===== src/rtl/dot_prod_feeder.sv =====
// Operand server and result collector for the column-serial dot_prod engine.
// Loads weights/inputs from a serial stream, serves column reads, captures the result.
module dot_prod_feeder #(
    parameter int NROW          = 16,
    parameter int NCOL          = 4,
    parameter int QN            = 6,
    parameter int QM            = 11,
    parameter int BITWIDTH      = QN + QM + 1,
    parameter int ADDR_BITWIDTH = (NCOL > 1) ? $clog2(NCOL) : 1
) (
    input  logic                         clk,
    input  logic                         reset,
    input  logic                         start,
    input  logic                         reload_weights,
    output logic                         busy,
    input  logic                         wr_valid,
    output logic                         wr_ready,
    input  logic [BITWIDTH-1:0]          wr_data,
    output logic                         dp_reset,
    input  logic [ADDR_BITWIDTH-1:0]     dp_colAddress,
    output logic [BITWIDTH*NROW-1:0]     dp_weightRow,
    output logic [BITWIDTH-1:0]          dp_inputVector,
    input  logic                         dp_dataReadyF,
    input  logic [BITWIDTH*NROW-1:0]     dp_outputVector,
    output logic [BITWIDTH*NROW-1:0]     result,
    output logic                         result_valid,
    input  logic                         result_ready
);

    localparam int RW = (NROW > 1) ? $clog2(NROW) : 1;
    localparam logic [RW-1:0] ROW_LAST = RW'(NROW - 1);
    localparam logic [ADDR_BITWIDTH-1:0] COL_LAST = ADDR_BITWIDTH'(NCOL - 1);

    typedef enum logic [1:0] {IDLE, LOAD, RUN, HOLD} state_t;

    state_t state, state_nx;

    logic                     weights_valid;
    logic                     need_w;
    logic [RW-1:0]            row_cnt;
    logic [ADDR_BITWIDTH-1:0] col_cnt;
    logic                     wr_fire;
    logic                     load_last;
    logic                     addr_ok;
    logic [BITWIDTH*NROW-1:0] rd_col;

    logic [BITWIDTH-1:0] wmem [NCOL][NROW];
    logic [BITWIDTH-1:0] imem [NCOL];

    assign wr_fire   = wr_valid && (state == LOAD);
    // need_w clears once the weight block is in, so the final input word ends the stream
    assign load_last = wr_fire && !need_w && (col_cnt == COL_LAST);
    assign addr_ok   = {1'b0, dp_colAddress} < (ADDR_BITWIDTH + 1)'(NCOL);

    always_comb begin
        state_nx     = state;
        busy         = (state != IDLE);
        wr_ready     = (state == LOAD);
        dp_reset     = (state != RUN);
        result_valid = (state == HOLD);
        unique case (state)
            IDLE:    if (start) state_nx = LOAD;
            LOAD:    if (load_last) state_nx = RUN;
            RUN:     if (dp_dataReadyF) state_nx = HOLD;
            HOLD:    if (result_ready) state_nx = IDLE;
            default: state_nx = IDLE;
        endcase
    end

    always_ff @(posedge clk) begin
        if (reset) begin
            state         <= IDLE;
            weights_valid <= 1'b0;
            need_w        <= 1'b0;
            row_cnt       <= '0;
            col_cnt       <= '0;
            result        <= '0;
        end else begin
            state <= state_nx;
            if (state == IDLE && start) begin
                need_w  <= reload_weights || !weights_valid;
                row_cnt <= '0;
                col_cnt <= '0;
            end
            if (wr_fire) begin
                if (need_w) begin
                    if (row_cnt == ROW_LAST) begin
                        row_cnt <= '0;
                        if (col_cnt == COL_LAST) begin
                            col_cnt <= '0;
                            need_w  <= 1'b0;
                        end else begin
                            col_cnt <= col_cnt + 1'b1;
                        end
                    end else begin
                        row_cnt <= row_cnt + 1'b1;
                    end
                end else if (col_cnt == COL_LAST) begin
                    col_cnt <= '0;
                end else begin
                    col_cnt <= col_cnt + 1'b1;
                end
            end
            if (load_last) weights_valid <= 1'b1;
            if (state == RUN && dp_dataReadyF) result <= dp_outputVector;
        end
    end

    always_ff @(posedge clk) begin
        if (wr_fire) begin
            if (need_w) wmem[col_cnt][row_cnt] <= wr_data;
            else        imem[col_cnt] <= wr_data;
        end
    end

    always_comb begin
        rd_col = '0;
        for (int r = 0; r < NROW; r++) begin
            rd_col[r*BITWIDTH +: BITWIDTH] = wmem[dp_colAddress][r];
        end
    end

    always_ff @(posedge clk) begin
        if (reset) begin
            dp_weightRow   <= '0;
            dp_inputVector <= '0;
        end else if (addr_ok) begin
            dp_weightRow   <= rd_col;
            dp_inputVector <= imem[dp_colAddress];
        end else begin
            dp_weightRow   <= '0;
            dp_inputVector <= '0;
        end
    end

endmodule


===== config.mk =====
export PLATFORM = sky130hd
export DESIGN_NAME = dot_prod_feeder
export DESIGN_NICKNAME = d
export VERILOG_FILES = /design/src/rtl/dot_prod_feeder.sv
export SDC_FILE = /design/constraint.sdc
export NUM_CORES = 2
export LEC_CHECK = 0
export CAP_MARGIN = 25
export CORE_AREA = 5 5 382 384
export DETAILED_ROUTE_END_ITERATION = 6
export DIE_AREA = 0 0 387 389
export PLACE_DENSITY_LB_ADDON = 0.1
export SLEW_MARGIN = 20
export SYNTH_ARGS = -nofsm -noshare
export SYNTH_HDL_FRONTEND = slang
export SYNTH_SLANG_ARGS = --single-unit
export TNS_END_PERCENT = 100

===== constraint.sdc =====
create_clock -name clk -period 2.3 [get_ports clk]
set_clock_uncertainty 0.1 [all_clocks]
set_input_delay 0.345 -clock clk [delete_from_list [all_inputs] [get_ports clk]]
set_output_delay 0.345 -clock clk [all_outputs]
set_load 0.03 [all_outputs]

==> summary.txt <==
Run
  – Max-cap violation count: 0

Floorplanning
  – Chip width: 387 um
  – Core Region: 0.1424 mm2
  – Die area: 0.1505 mm2
  – FP Rows: 139
  – Die H: 389 um
  – # IOs: 913
  – Initial Util: 0.4448

Drt
  – Number of routed nets with antenna violations: 0
  – Met2 wire length: 88.57 mm
  – Post-Route M1 WL: 83.46 mm
  – Highest metal used: met5
  – DR vias: 37260
  – Routed length on met3: 22.52 mm
  – Drt first pass iters: 6
  – Via/cell ratio: 5.219
  – Iter 0 DRT Violations: 3511
  – Routed len/inst: 27.98 um
  – DRT Wirelength: 199.7 mm
  – # DRC: 0

STA
  – Final hold vios: 0
  – Final Max Tran Viols: 0
  – Period utilisation layout: 0.9967
  – Crit path time final: 2.293 ns
  – Final-report setup violation count: 0
  – Final worst setup slack: 0.007494 ns
  – Worst slew margin: 0.5372
  – Slew @ Worst Pin: 0.6969 ns
  – Max Clk Rate: 0.4362 GHz
  – Worst hold slack: 0.06735 ns
  – RSZ-0062 raised after global routing: yes

Clocking
  – Clock Sinks: 1828
  – Clk slew on worst S/H paths: 0.06 ns
  – CTS Buffer Depth: 3
  – H-tree Lvls: 4
  – Number of CTS-inserted buffers: 183
  – CTS tree: done
  – Skew-Pair Late Insertion Delay: 0.79 ns
  – Clock Tree Root: clkbuf_16

Min path
  – Worst Min Path Start: dp_outputVector[222]
  – Hold crit path type: input port to flop

Power and ir drop
  – Lkg Pwr: 30.72 nW
  – VDD IR-drop max: 0.0006026 V
  – PD cells: 866.5 mW/mm2
  – Total power draw: 74.03 mW

Place
  – IO Port Bufs: 912
  – DP HPWL: 138.2 mm
  – Dpl ws: -0.1125 ns
  – Placer Congestion: 0.9478

Synth
  – Register bit total from synthesis: 1828
  – Synth Area per Inst: 17.25 um2
  – Syn Nets: 4000
  – Cells after synthesis: 3673
  – Synth unique cells: 29
  – Post-Syn Area: 0.06335 mm2
  – Syn. warnings: 0
  – Register area share after synthesis: 0.7711

Finish
  – Most common cell after layout, fill and taps aside: edfxtp_1
  – Layout Nets: 5393
  – Share of cells above drive strength 1: 0.1662
  – Area growth from synthesis to layout: 34.86%
  – Layout fillers: 10830
  – Most frequent cells in the layout: edfxtp_1, dfxtp_1, nand2_1, dlygate4sd2_1, clkdlybuf4s50_1
  – Post-Route Utilization: 0.5998

Setup path
  – Setup crit end kind: output pin
  – CP arrival: 1.85 ns
  – Setup Crit Path Kind: flop to output pin
  – Flop2flop setup slack: 0.12 ns
  – RR Startpoint: state[1]
  – Setup crit start kind: flop
  – WP buf/inv: 1
  – CP max-delay cell: dfxtp_1
  – Max Fanout on Critical Path: 2
  – Worst path required time: 1.86 ns
  – Crit. Startpoint: result[244]
  – Top delay family on crit path: flip-flops
  – Crit-path cells: clkdlybuf4s15_1
  – Max stage delay on crit path: 0.59 ns

Status
  – Status: finished clean

Global routing
  – GR Util All Layers: 0.2605
  – Largest net degree at the start of global routing: 95
  – First-pass GRT wire length: 281.0 mm
  – Total gr overflow: 0
  – Vias in the first global route: 37630
  – Initial antenna violation count: 45
-- area by class of cell --
class,count,area [um2],area share
flip-flops and latches,1828,48860,0.5719
well taps,1903,2381,0.02787
clock inverters,72,548.0,0.006415
inverters,11,43.79,0.0005126
repair buffers,1416,14800,0.1733
clock buffers,271,5325,0.06233
diodes,12,30.03,0.0003515
multi-input cells,1626,13440,0.1574
-- synthesized netlist by cell type --
master,count,area share
and3_1,1,0.000099
nand3b_1,2,0.00024
clkbuf_1,105,0.0062
buf_1,10,0.00059
nor2b_1,309,0.031
nand2b_1,7,0.00069
nand3_1,5,0.00039
and2_1,68,0.0067
or3_1,1,0.000099
o21ai_0,1,0.000079
nand4_1,4,0.00039
o21bai_1,1,0.00012
inv_1,11,0.00065
nor3_1,3,0.00024
nor2_1,15,0.00089
buf_2,66,0.0052
a2111oi_2,1,0.00024
a2111oi_0,1,0.00014
a41oi_1,1,0.00014
mux2i_1,4,0.00063
a311oi_1,2,0.00028
dfxtp_1,604,0.19
edfxtp_1,1224,0.58
buf_6,27,0.0048
nand2_1,583,0.035
a21oi_1,295,0.023
nand4b_1,4,0.00055
ha_1,12,0.0024
mux4_2,306,0.11
-- through the flow --
step / cells / area, um2 / TNS (ns)
3_5_place_dp: 6514 / 77290 / -19.07
2_1_floorplan: 3673 / 63360 / -1.383
3_3_place_gp: 6514 / 77290 / -21.05
5_1_grt: 7133 / 85420 / -0.04391
6_report: 7139 / 85430 / 0
4_1_cts: 7127 / 85360 / -0.005377
-- power by group --
| part | total, mW | switching (mW) | internal (mW) |
|---|---|---|---|
| registers | 36.5 | 0.571 | 35.9 |
| logic | 8.57 | 5.34 | 3.23 |
| clock network | 29.0 | 12.3 | 16.7 |
| total | 74.0 | 18.2 | 55.8 |
-- cells by family after synthesis --
family	synth area share
adders and majority gates	0.002370
muxes	0.1094
AOI/OAI and AO/OA	0.02429
and+or+nand+nor	0.07537
buffers and inverters	0.01748
DFF	0.7711
-- layer usage --
metal,global-route usage,up-vias
met3,0.1045,300
met1,0.3641,18910
met4,0.06906,14
met5,0,-
li1,-,16400
met2,0.3823,1642
-- state kept, by name (all words and copies together) (netlist names) --
register	cells
dp_weightRow	288
weights_valid	1
state	2
result	288
dp_inputVector	18
col_cnt	2
need_w	1
row_cnt	4
imem	72
wmem	1152
-- final timing paths --
check                       to  depth (start not counted)
setup reg to reg  wmem[2][182]                          7
hold reg to reg    result[180]                          2
setup / recovery   result[244]                          1
hold / removal     result[222]                          3
-- timing repair --
item,in CTS,in global routing
gates resized for setup,477,27
pin swaps,0,0
hold buffers,269,0
buffers inserted,1,0
hold endpoints to repair,717,0
endpoints found under the setup margin,450,27
Power figures use the tool's default switching activity.
